File: src/rtl/disp_pkg.sv
// Shared constants, scan state type and hex-to-segment table for the 3-digit display scanner.
package disp_pkg;

  localparam logic [7:0] SEG_OFF  = 8'hFF;
  localparam logic [2:0] BAZA_OFF = 3'b111;

  typedef enum logic {BLANK, SHOW} scan_state_e;

  // Active-low {dp, g..a} with dp off, indexed by nibble value.
  localparam logic [7:0] SEG_TABLE [16] = '{
    8'hC0, 8'hF9, 8'hA4, 8'hB0, 8'h99, 8'h92, 8'h82, 8'hF8,
    8'h80, 8'h90, 8'h88, 8'h83, 8'hC6, 8'hA1, 8'h86, 8'h8E
  };

endpackage

File: src/rtl/hex_to_seg7.sv
// Combinational hex nibble plus decimal point to active-low 7-segment pattern.
module hex_to_seg7
  import disp_pkg::*;
(
  input  logic [3:0] nibble,
  input  logic       dp,
  output logic [7:0] seg
);

  logic [7:0] pattern;

  always_comb begin
    pattern = SEG_TABLE[nibble];
    seg     = {~dp, pattern[6:0]};
  end

endmodule

File: src/rtl/disp_scan_ctrl.sv
// Time-multiplexed scan controller for a 3-digit common-anode 7-segment display with
// shadow/active double buffering so digits only change at frame boundaries.
module disp_scan_ctrl
  import disp_pkg::*;
#(
  parameter int unsigned DIGIT_CYC = 50000,
  parameter int unsigned BLANK_CYC = 500
) (
  input  logic        iCLK,
  input  logic        iRST_N,
  input  logic        iEN,
  input  logic        iLOAD,
  input  logic [11:0] iDATA,
  input  logic [2:0]  iDP,
  input  logic        iLZB,
  output logic        oACK,
  output logic [7:0]  seg,
  output logic [2:0]  baza
);

  localparam int unsigned CW = (DIGIT_CYC > 1) ? $clog2(DIGIT_CYC) : 1;
  localparam logic [CW-1:0] CNT_LAST  = CW'(DIGIT_CYC - 1);
  localparam logic [CW-1:0] BLANK_END = CW'(BLANK_CYC);

  logic [CW-1:0] cnt_q, cnt_d;
  logic [1:0]    dig_q, dig_d;
  scan_state_e   state_q, state_d;

  logic [11:0] shadow_data_q, shadow_data_d;
  logic [2:0]  shadow_dp_q, shadow_dp_d;
  logic [11:0] active_data_q, active_data_d;
  logic [2:0]  active_dp_q, active_dp_d;
  logic        pend_q, pend_d;

  logic        ack_q;
  logic [7:0]  seg_q, seg_d;
  logic [2:0]  baza_q, baza_d;

  logic        wrap, frame_end, xfer;
  logic [3:0]  nib;
  logic        dp_sel, lzb_blank;
  logic [2:0]  base_sel;
  logic [7:0]  dec_seg;

  assign wrap      = (cnt_q == CNT_LAST);
  assign frame_end = wrap && (dig_q == 2'd2);
  // While disabled nothing is on screen, so shadow may move to active at any time.
  assign xfer      = !iEN || frame_end;

  always_comb begin : scan_next
    cnt_d   = cnt_q;
    dig_d   = dig_q;
    state_d = state_q;
    if (!iEN) begin
      cnt_d   = '0;
      dig_d   = 2'd0;
      state_d = BLANK;
    end else begin
      cnt_d = wrap ? '0 : cnt_q + 1'b1;
      if (wrap) begin
        dig_d = (dig_q == 2'd2) ? 2'd0 : dig_q + 2'd1;
      end
      unique case (state_q)
        BLANK:   if (!wrap && cnt_d >= BLANK_END) state_d = SHOW;
        SHOW:    if (wrap) state_d = BLANK;
        default: state_d = BLANK;
      endcase
    end
  end

  always_comb begin : buffer_next
    shadow_data_d = shadow_data_q;
    shadow_dp_d   = shadow_dp_q;
    active_data_d = active_data_q;
    active_dp_d   = active_dp_q;
    pend_d        = pend_q;
    if (iLOAD) begin
      shadow_data_d = iDATA;
      shadow_dp_d   = iDP;
      if (xfer) begin
        active_data_d = iDATA;
        active_dp_d   = iDP;
        pend_d        = 1'b0;
      end else begin
        pend_d = 1'b1;
      end
    end else if (xfer && pend_q) begin
      active_data_d = shadow_data_q;
      active_dp_d   = shadow_dp_q;
      pend_d        = 1'b0;
    end
  end

  always_comb begin : digit_mux
    nib       = active_data_q[3:0];
    dp_sel    = active_dp_q[0];
    base_sel  = 3'b110;
    lzb_blank = 1'b0;
    case (dig_q)
      2'd1: begin
        nib       = active_data_q[7:4];
        dp_sel    = active_dp_q[1];
        base_sel  = 3'b101;
        lzb_blank = iLZB && (active_data_q[11:4] == 8'd0);
      end
      2'd2: begin
        nib       = active_data_q[11:8];
        dp_sel    = active_dp_q[2];
        base_sel  = 3'b011;
        lzb_blank = iLZB && (active_data_q[11:8] == 4'd0);
      end
      default: ;
    endcase
  end

  hex_to_seg7 u_dec (
    .nibble (nib),
    .dp     (dp_sel),
    .seg    (dec_seg)
  );

  always_comb begin : out_next
    seg_d  = SEG_OFF;
    baza_d = BAZA_OFF;
    if (iEN && state_q == SHOW) begin
      if (!lzb_blank) begin
        seg_d  = dec_seg;
        baza_d = base_sel;
      end else if (dp_sel) begin
        // Blanked digit still lights its decimal point alone.
        seg_d  = 8'h7F;
        baza_d = base_sel;
      end
    end
  end

  always_ff @(posedge iCLK or negedge iRST_N) begin
    if (!iRST_N) begin
      cnt_q         <= '0;
      dig_q         <= 2'd0;
      state_q       <= BLANK;
      shadow_data_q <= 12'd0;
      shadow_dp_q   <= 3'd0;
      active_data_q <= 12'd0;
      active_dp_q   <= 3'd0;
      pend_q        <= 1'b0;
      ack_q         <= 1'b0;
      seg_q         <= SEG_OFF;
      baza_q        <= BAZA_OFF;
    end else begin
      cnt_q         <= cnt_d;
      dig_q         <= dig_d;
      state_q       <= state_d;
      shadow_data_q <= shadow_data_d;
      shadow_dp_q   <= shadow_dp_d;
      active_data_q <= active_data_d;
      active_dp_q   <= active_dp_d;
      pend_q        <= pend_d;
      ack_q         <= iLOAD;
      seg_q         <= seg_d;
      baza_q        <= baza_d;
    end
  end

  assign oACK = ack_q;
  assign seg  = seg_q;
  assign baza = baza_q;

endmodule

File: config.mk
export PLATFORM = sky130hd
export DESIGN_NAME = disp_scan_ctrl
export DESIGN_NICKNAME = d
export VERILOG_FILES = /design/src/rtl/disp_pkg.sv /design/src/rtl/hex_to_seg7.sv /design/src/rtl/disp_scan_ctrl.sv
export SDC_FILE = /design/constraint.sdc
export NUM_CORES = 1
export LEC_CHECK = 0
export CORE_MARGIN = 3
export CORE_UTILIZATION = 40
export DETAILED_ROUTE_END_ITERATION = 6
export GPL_ROUTABILITY_DRIVEN = 0
export PLACE_DENSITY = 0.58
export SYNTH_ARGS = -nofsm -noshare
export SYNTH_HDL_FRONTEND = slang
export SYNTH_SLANG_ARGS = --single-unit
File: constraint.sdc
create_clock -name iCLK -period 2.87 [get_ports iCLK]
set_input_delay 0.4305 -clock iCLK [delete_from_list [all_inputs] [get_ports iCLK]]
set_output_delay 0.4305 -clock iCLK [all_outputs]
set_load 0.02 [all_outputs]
# [Yosys cells after proc, flatten, opt, wreduce, memory -nomap -nowiden]
# Memory sizes are Yosys's and may differ from the RTL's.
# Index checks and enable logic that the tools add are counted.
[word_totals] register_bits=62 rom_bits=128 elab_cells=67 memories=1
[op_classes] n_addsub=2 magnitude_cmp=2 eq_ne=5 mux=30 bitwise=3 reduce_logical=13
[mem_list] name="(no name shown)" words=16 word_bits=8 read_ports=1 rd_clocked_by_memory_dff=0 write_ports=0 line_no="hex_to_seg7.sv:13" text="pattern = SEG_TABLE[nibble];"
[ops] operator="12-bit 2-to-1 mux" n=3
[ops] operator="16-bit 2-to-1 mux" n=2
[ops] operator="8-bit 2-to-1 mux" n=3
[ops] operator="3-bit 2-to-1 mux" n=6
[ops] operator="16-bit by 1-bit adder with 16-bit output (second input constant)" n=1
[ops] operator="16-bit equality test (second input constant)" n=1
[ops] operator="16-bit by 9-bit greater-or-equal comparator with 1-bit output (second input constant)" n=1
[ops] operator="7-bit 2-to-1 mux" n=2
[ops] operator="8-bit logical NOT" n=1
[ops] operator="4-bit case mux with 2 select lines" n=1
[ops] operator="1-bit logical AND" n=6
[ops] operator="1-bit 2-to-1 mux" n=6
[ops] operator="2-bit 2-to-1 mux" n=3
[ops] operator="1-bit case mux with 2 select lines" n=3
[ops] operator="3-bit case mux with 2 select lines" n=1
[ops] operator="5-bit greater-or-equal comparator (second input constant)" n=1
[ops] operator="4-bit inverter with 5-bit output" n=1
[ops] operator="4-bit logical NOT" n=1
[ops] operator="2-bit by 1-bit inequality test with 1-bit output (second input constant)" n=2
[ops] operator="2-bit by 1-bit adder with 2-bit output (second input constant)" n=1
[ops] operator="2-bit by 1-bit equality test with 1-bit output (second input constant)" n=1
[ops] operator="2-bit equality test (second input constant)" n=1
[ops] operator="1-bit logical NOT" n=2
[ops] operator="1-bit inverter" n=2
[ops] operator="other kinds (3)" n=3

# [Longest topological paths before layout]
[logic_depth] depth_word=8 ltp_mapped=10 depth_no_buf=10

# [By module]
# A second synthesis with hierarchy kept.
[hier_totals] hier_cells=278 area_unflattened_um2=3186.8
[modules_own_cells] mod="disp_scan_ctrl" instances=1 cells_per_inst=245 area_each_um2=2907.8 seq_area_each_um2=1565.3
[modules_own_cells] mod="hex_to_seg7" instances=1 cells_per_inst=33 area_each_um2=279.0 seq_area_each_um2=0.0

# [Least setup slack after synthesis]
# OpenSTA, ideal clock, no wires.
[synth_path] path_type="reg2reg" from="register dig_q[1]" to="register seg_q[3] (netlist: seg[3])" setup_ns=0.111 t_arrival_ns=2.216 path_slack_ns=0.544 stages_incl_launch_ff=9 n_path_buf=1 path_cell_list="dfrtp_1 inv_1 ha_1 buf_1 mux2i_1 ha_1 nor2_1 or3_1 o311ai_0"
[synth_between] elab_chain_cells=8 word_cells_on_any_way=10 cone_classes="eq/ne (2); mux (6); bitwise (1); memory (1)"
[synth_rtl] item="from (decl)" line_no="disp_scan_ctrl.sv:26" text="logic [1:0] dig_q, dig_d;"
[synth_rtl] item="from (signal assigned)" line_no="disp_scan_ctrl.sv:152" text="dig_q <= dig_d;"
[synth_rtl] item="2-bit equality test / 2-bit by 1-bit equality test with 1-bit output (equally long branches)" line_no="disp_scan_ctrl.sv:99" text="case (dig_q)"
[synth_rtl] item="4-bit case mux with 2 select lines" line_no="disp_scan_ctrl.sv:99"
[synth_rtl] item="4-bit inverter with 5-bit output (not written as such)" line_no="hex_to_seg7.sv:13"
[synth_rtl] item="memory read 16 x 8 bit"
[synth_rtl] item="7-bit 2-to-1 mux (not written as such) (2 in a row)" line_no="hex_to_seg7.sv:13"
[synth_rtl] item="8-bit 2-to-1 mux (*)" line_no="disp_scan_ctrl.sv:126" text="if (!lzb_blank) begin"
[synth_rtl] item="8-bit 2-to-1 mux (*)" line_no="disp_scan_ctrl.sv:125" text="if (iEN && state_q == SHOW) begin"
[synth_rtl] item="net seg_d[3]" line_no="disp_scan_ctrl.sv:36" text="logic [7:0] seg_q, seg_d;"
[synth_rtl] item="to (signal assigned)" line_no="disp_scan_ctrl.sv:160" text="seg_q <= seg_d;"
[synth_rtl] item="to (decl)" line_no="disp_scan_ctrl.sv:36"
# The timed path passes the listed nets; every way through them passes the cells marked *. The select of a mux whose other input is x is not followed.
# A chain may end at the register's enable or synchronous reset.

# [Worst setup path after layout]
[layout_path] from="register dig_q[1]" to="register seg_q[2] (netlist: seg[2])"
# The elaborated chain is that of the path after synthesis.

==> qor.txt <==
# hold bufs at CTS -> 0
Iter 0 DRT Violations -> 79
CTS tree -> built
Worst Path Required -> 3100 ps
Net Switching -> 0.000507 W
GR Util met2 -> 0.207
post-route minimum period -> 2360 ps
power share of the clock group -> 0.340
WL/cell -> 14.2 um
clock tree buffer depth -> 2
unrepaired setup endpoints after global routing -> false
Die Span Y -> 93.3 um
post-synthesis sequential area ratio -> 0.514
first-pass GRT wire length -> 9810 um
I/O Buffers -> 31
R2R Path Start -> dig_q[1]$_DFFE_PN0P_
crit end category -> register
Mapped Area -> 3050 um2
outcome -> complete, no violations
worst stage delay on the critical path -> 520 ps
Mapped Cells -> 256
critical path class -> register to register
total grt overflow -> 0
I/O pins -> 32
area delta synth->final -> 17.6%
CP startpoint kind -> register
crit-path cells -> inv_1 > ha_1 > nor2_1 > a21oi_1 > inv_1 > ha_1 > o311ai_0
Final Hold Viols -> 0
crit share post-route -> 0.823
met1 Resource Use GR -> 0.211
row count -> 31
via density per instance -> 5.02
largest net degree at the start of global routing -> 63
Crit Path Max Fanout -> 13
fillers -> 667
most common cell after layout, fill and taps aside -> dfrtp_1
Flop pwr share -> 0.513
Max Slew Vio Count -> 0
CP max stage cell -> ha_1
Core Util, Final -> 0.489
IR drop worst, VDD -> 0.327 mV
mean post-synth cell area -> 11.9 um2
share of cells above drive strength 1 -> 0.226
vias in the first global route -> 1956
Post-DP HPWL -> 4000 um
logic gate share of total power -> 0.147
WL final -> 5600 um
ys async rst share -> 1.00
Most Crowded Layer GR -> met1
Int Pwr -> 0.00142 W
Synth top area share -> 0.419
Clock Sinks -> 62
Reg-to-Reg End -> seg[2]$_DFF_PN1_
Clock Skews -> 10.1 ps
Setup WS post-layout -> 508 ps
CTS clk-pin slew, worst paths -> 60 ps
CTS HTree Levels -> 3
Sum Neg Setup Slack -> 0 ps
clock latency on the worst-skew pair -> 340 ps
Pleak -> 1.49 nW
Top FF cell, synth -> dfrtp_1
Post-CTS Setup Inserts -> 0
Hold Path Class -> input pin to async pin
max_cap viols -> 0
Sw Share -> 0.264
initial antenna violation count -> 0
Synth cell types -> 48
number of synthesized flops with an enable pin -> 0
slew at the pin closest to its max-slew limit -> 762 ps
Yosys reg bits -> 62
final setup fails -> 0
detailed-route via count -> 1982
worst reg-to-reg path cell count -> 7
drt pass-1 iters -> 4
CTS Root Cell -> clkbuf_8
die area -> 8700 um2
Die W -> 93.3 um
pre-CTS worst setup slack -> 544 ps
post-CTS sizing -> 0
ant diodes -> 0
grt met3 use -> 0.0579
Initial Util -> 0.416
Max Clock Freq -> 423 MHz
Worst R2R Setup Slack -> 510 ps
number of remaining DRC errors -> 0
number of buffers created by CTS -> 9
Yosys top cell by area -> dfrtp_1
Synth area leaders -> dfrtp_1 42%, dfstp_2 9.5%, mux2_2 7.4%
fin nets -> 323
Synth Net Count -> 287
commonest non-fill, non-tap cells in the layout -> 51 x dfrtp_1, 32 x nor2_1, 30 x clkdlybuf4s50_1
Routed Antenna Nets -> 0
pwr/cell area -> 537 nW/um2
Yosys warning count -> 0
worst rel slew slack -> 0.492
crit path DAT -> 2590 ps
total track usage -> 0.149
core area -> 7330 um2
how the worst max path moves through the flow:
stage,slack [ps],endpoint,from,cells past startpoint
global placement,600,seg[2]$_DFF_PN1_,dig_q[1]$_DFFE_PN0P_,7
global route,230,seg[2]$_DFF_PN1_,dig_q[0]$_DFFE_PN0P_,7
CTS,530,seg[2]$_DFF_PN1_,dig_q[1]$_DFFE_PN0P_,7
floorplan,540,seg[3]$_DFF_PN1_,dig_q[1]$_DFFE_PN0P_,8
detailed placement,540,seg[2]$_DFF_PN1_,dig_q[1]$_DFFE_PN0P_,7
finish,510,seg[2]$_DFF_PN1_,dig_q[1]$_DFFE_PN0P_,7
cell usage after synthesis, types with 2 or more instances:
| master | count |
|---|---|
| nand2_1 | 11 |
| o221ai_1 | 5 |
| dfstp_2 | 11 |
| nand3_1 | 8 |
| nand3b_1 | 2 |
| a21oi_1 | 7 |
| xor2_1 | 5 |
| ha_1 | 11 |
| a21o_1 | 2 |
| nand4_2 | 2 |
| inv_1 | 10 |
| and3_1 | 3 |
| nor4_1 | 5 |
| mux2_2 | 20 |
| buf_4 | 2 |
| or3_1 | 2 |
| mux2i_1 | 5 |
| mux2_4 | 10 |
| dfrtp_1 | 51 |
| nor3_1 | 6 |
| nand2b_1 | 2 |
| xnor2_1 | 11 |
| nor2_1 | 32 |
| o311ai_0 | 2 |
| a22oi_1 | 4 |
| buf_6 | 3 |
| nand4_1 | 3 |
kinds of logic (layout without fill, tap and decap cells):
family | count (synthesis) | count (layout) | synth area share
mux | 35 | 35 | 0.140
buf+inv | 19 | 59 | 0.0390
simple gates | 82 | 82 | 0.136
compound gates | 31 | 31 | 0.0805
xor+xnor | 16 | 16 | 0.0460
flops | 62 | 62 | 0.514
fa+ha+maj | 11 | 11 | 0.0452
critical path, delay by kind of cell, from the launching register on:
family	cells	cell delay, ps
flip-flops	1	410
AO/OA/AOI/OAI	2	720
adder cells (fa/ha/maj)	2	800
buffers and inverters	2	240
AND/OR/NAND/NOR	1	90
state kept, by name, summed over array words and instances, names as in the netlist:
register and cells:
active_data_q 12, active_dp_q 3, baza 3, cnt_q 16
dig_q 2, oACK 1, pend_q 1, seg 8
shadow_data_q 12, shadow_dp_q 3, state_q 1
layer usage:
layer,wire [um],part of all wire,vias to the layer above
li1,-,-,979
met2,2500,0.45,34
met5,0,0,-
met1,2790,0.50,963
met4,87,0.016,0
met3,219,0.039,6
per-stage QoR:
stage / instance area, um2 / std cells / power [W] / hold slack, ps
floorplan: 3050 / 256 / 0.00120 / 135
global placement: 3420 / 380 / 0.00128 / 484
detailed placement: 3420 / 380 / 0.00129 / 488
CTS: 3580 / 395 / 0.00195 / 273
global route: 3580 / 395 / 0.00204 / 290
finish: 3580 / 395 / 0.00192 / 232
power groups by stage:
stage	Clock, W	Sequential [W]	Combinational, W
after floorplan	0	0.000986	0.000210
after global placement	0	0.00100	0.000282
after detailed placement	0	0.00100	0.000285
after CTS	0.000678	0.000988	0.000287
after global routing	0.000726	0.000998	0.000321
final	0.000653	0.000987	0.000283
layout make-up:
type	instances	area, um2	share of cell area
tap	99	124	0.0346
inverter	10	37.5	0.0105
multi-input combinational	175	1360	0.380
clock buffer	11	141	0.0395
timing repair buffer	34	328	0.0915
clock inverter	4	23.8	0.00664
sequential	62	1570	0.437
Note: power is estimated with default switching activity, not from simulation.
==> edit (same settings) <==
Reset style: synchronous (`iRST_N`), changed in one clocked block.
--- a/src/rtl/disp_scan_ctrl.sv
+++ b/src/rtl/disp_scan_ctrl.sv
@@ -134,7 +134,7 @@
     end
   end
 
-  always_ff @(posedge iCLK or negedge iRST_N) begin
+  always_ff @(posedge iCLK) begin
     if (!iRST_N) begin
       cnt_q         <= '0;
       dig_q         <= 2'd0;
Function: differs if iRST_N is asserted again (counterexample within 4 cycles, from zero or initial values and one cycle with iRST_N low); with iRST_N held inactive, the same outputs for 10 cycles.
==> edit against the original RTL <==
Via count is 11% higher; synthesized area is 4.6% lower; design area is 2.3% lower; setup slack worse by 0.092 ns; maximum frequency is 3.7% lower; wire length is 4.7% higher; critical path depth is 2 higher; sequential cell count stayed put; largest cell class is now multi-input gates.
Power is not compared: it rests on default switching activity, and its combinational part moved more than twofold at a synthesized area within 25%.
==> edit: results (changes against the original RTL) <==
* Syn Area/Cell at 9.75 um2 (-18%)
* Hpwl dp at 4180 um (+4.4%)
* FF-to-FF setup slack at 0.42 ns (-0.09 ns)
* Placed Area at 3300 um2 (-3.6%)
* Slew @ Worst Pin at 0.589 ns (-0.173 ns)
* Crit path DAT at 2.70 ns (+0.11 ns)
* Ys flop type: dfxtp_1
* Worst Hold End: seg[7]
* Async S/R FF share, synth at 0% (-100 points)
* HP Start: state_q
* TritonCTS Buffers at 9 (unchanged)
* WL final at 5860 um (+4.7%)
* Ant diodes at 0 (unchanged)
* Clock transition at the registers of the reported paths at 0.08 ns (+0.02 ns)
* FF-to-FF path depth at 9 (+2)
* CTS max path bufs at 2 (unchanged)
* Vias per cell at 5.12 (+2.1%)
* Nets at 362 (+12%)
* Syn Nets at 330 (+15%)
* Global-route usage over all layers at 15.3% (+0.37 points)
* Layout cells sized above 1 at 11.6% (-11 points)
* Number of synthesis warnings at 0 (unchanged)
* Largest net degree at the start of global routing at 33 (-48%)
* Post-synthesis sequential area ratio at 42.7% (-8.7 points)
* First-pass DRT Iterations at 4 (unchanged)
* Crit Path Max Fanout at 14 (+1)
* Cts repair resizes at 0 (unchanged)
* Routed vias at 2207 (+11%)
* FF-to-FF End: seg[3]
* Outcome: finished clean
* Min-Delay Path Class: flip-flop to flip-flop
* Synth top area cells: dfxtp_1, mux2i_1, ha_1
* Layout Skew at 0.00877 ns (-0.00130 ns)
* Worst Hold Depth at 1
* Distinct cells, synth at 43 (-10%)
* Initial DRC Count at 81 (+2.5%)
* # port buffers at 31 (unchanged)
* Placed Cells at 415 (+9.2%)
* Top post-synthesis cells by count: dfxtp_1, nor2_1, and2_1
* Launch point of the worst reg-to-reg path: dig_q[1]
* First-pass GRT wire length at 10100 um (+3.0%)
* Post-route ant nets at 0 (unchanged)
* H-tree level count at 3 (unchanged)
## edit: cell count changes in the layout (fill, tap and decap cells not counted), moves of 4 or more
cell and change:
inv_1 -6, dfstp_2 -11, dfrtp_1 -51, nor2b_1 +14, nand3_1 +7, dfxtp_1 +62
o21ai_0 +4, and2_1 +18, mux2_2 -15, nand2_1 +4, and3_1 +4, mux2i_1 +12
## edit: critical path, cell delays in order (launching register included)
cell     delay, ns
dfxtp_1       0.40
inv_1         0.10
ha_1          0.53
nor2_1        0.08
a21oi_1       0.43
inv_1         0.16
ha_1          0.30
nand2_1       0.08
nand3_1       0.07
a21o_1        0.20
## edit: metal layers
metal | share of wire (%) | global-route usage (%) | vias up
met3 | 4.0 | 6.05 | 10
met1 | 44 | 17.0 | 1054
met4 | 1.9 | 6.16 | 0
met5 | 0 | 0 | -
met2 | 50 | 25.9 | 34
li1 | - | - | 1109
## edit: cell type report
class	instances	area, um2
fill	673	3410
multi-input combinational	218	1580
sequential	62	1240
timing repair buffer	35	340
clock buffer	9	124
tap	96	120
clock inverter	7	80.1
inverter	4	15.0
## edit: logic make-up (layout without fill, tap and decap cells)
family | Yosys count | count (layout) | synth area share, %
compound gates | 39 | 39 | 9.77
mux | 32 | 32 | 13.0
fa+ha+maj | 12 | 12 | 5.17
buf+inv | 18 | 55 | 2.97
flops | 62 | 62 | 42.7
simple gates | 119 | 119 | 21.6
xor+xnor | 16 | 16 | 4.82
## edit: worst max path at each step
stage                        start      to  slack [ns]  cells after the start
after floorplan           dig_q[0]  seg[5]        0.67                      8
after global placement    dig_q[1]  seg[2]        0.45                      7
after detailed placement  dig_q[1]  seg[3]        0.45                      9
after CTS                 dig_q[1]  seg[3]        0.43                      9
after global routing      dig_q[0]  seg[3]        0.19                      9
final                     dig_q[1]  seg[3]        0.42                      9
## edit: power by group
part           internal [W]  total (W)  switching (W)  leakage, nW
Sequential         0.000885   0.000897      0.0000118        0.505
Clock              0.000412   0.000782       0.000370        0.102
Combinational     0.0000747   0.000140      0.0000648        0.744
Total               0.00137    0.00182       0.000446         1.35
## edit: through the flow
step	total power (W)	util, %	hold WS (ns)	setup slack (ns)
3_3_place_gp	0.00106	47.7	0.449	0.448
5_1_grt	0.00190	50.7	0.491	0.194
6_report	0.00182	50.7	0.469	0.416
3_5_place_dp	0.00106	47.7	0.457	0.447
2_1_floorplan	0.00101	-	0.411	0.668
4_1_cts	0.00185	50.7	0.464	0.425
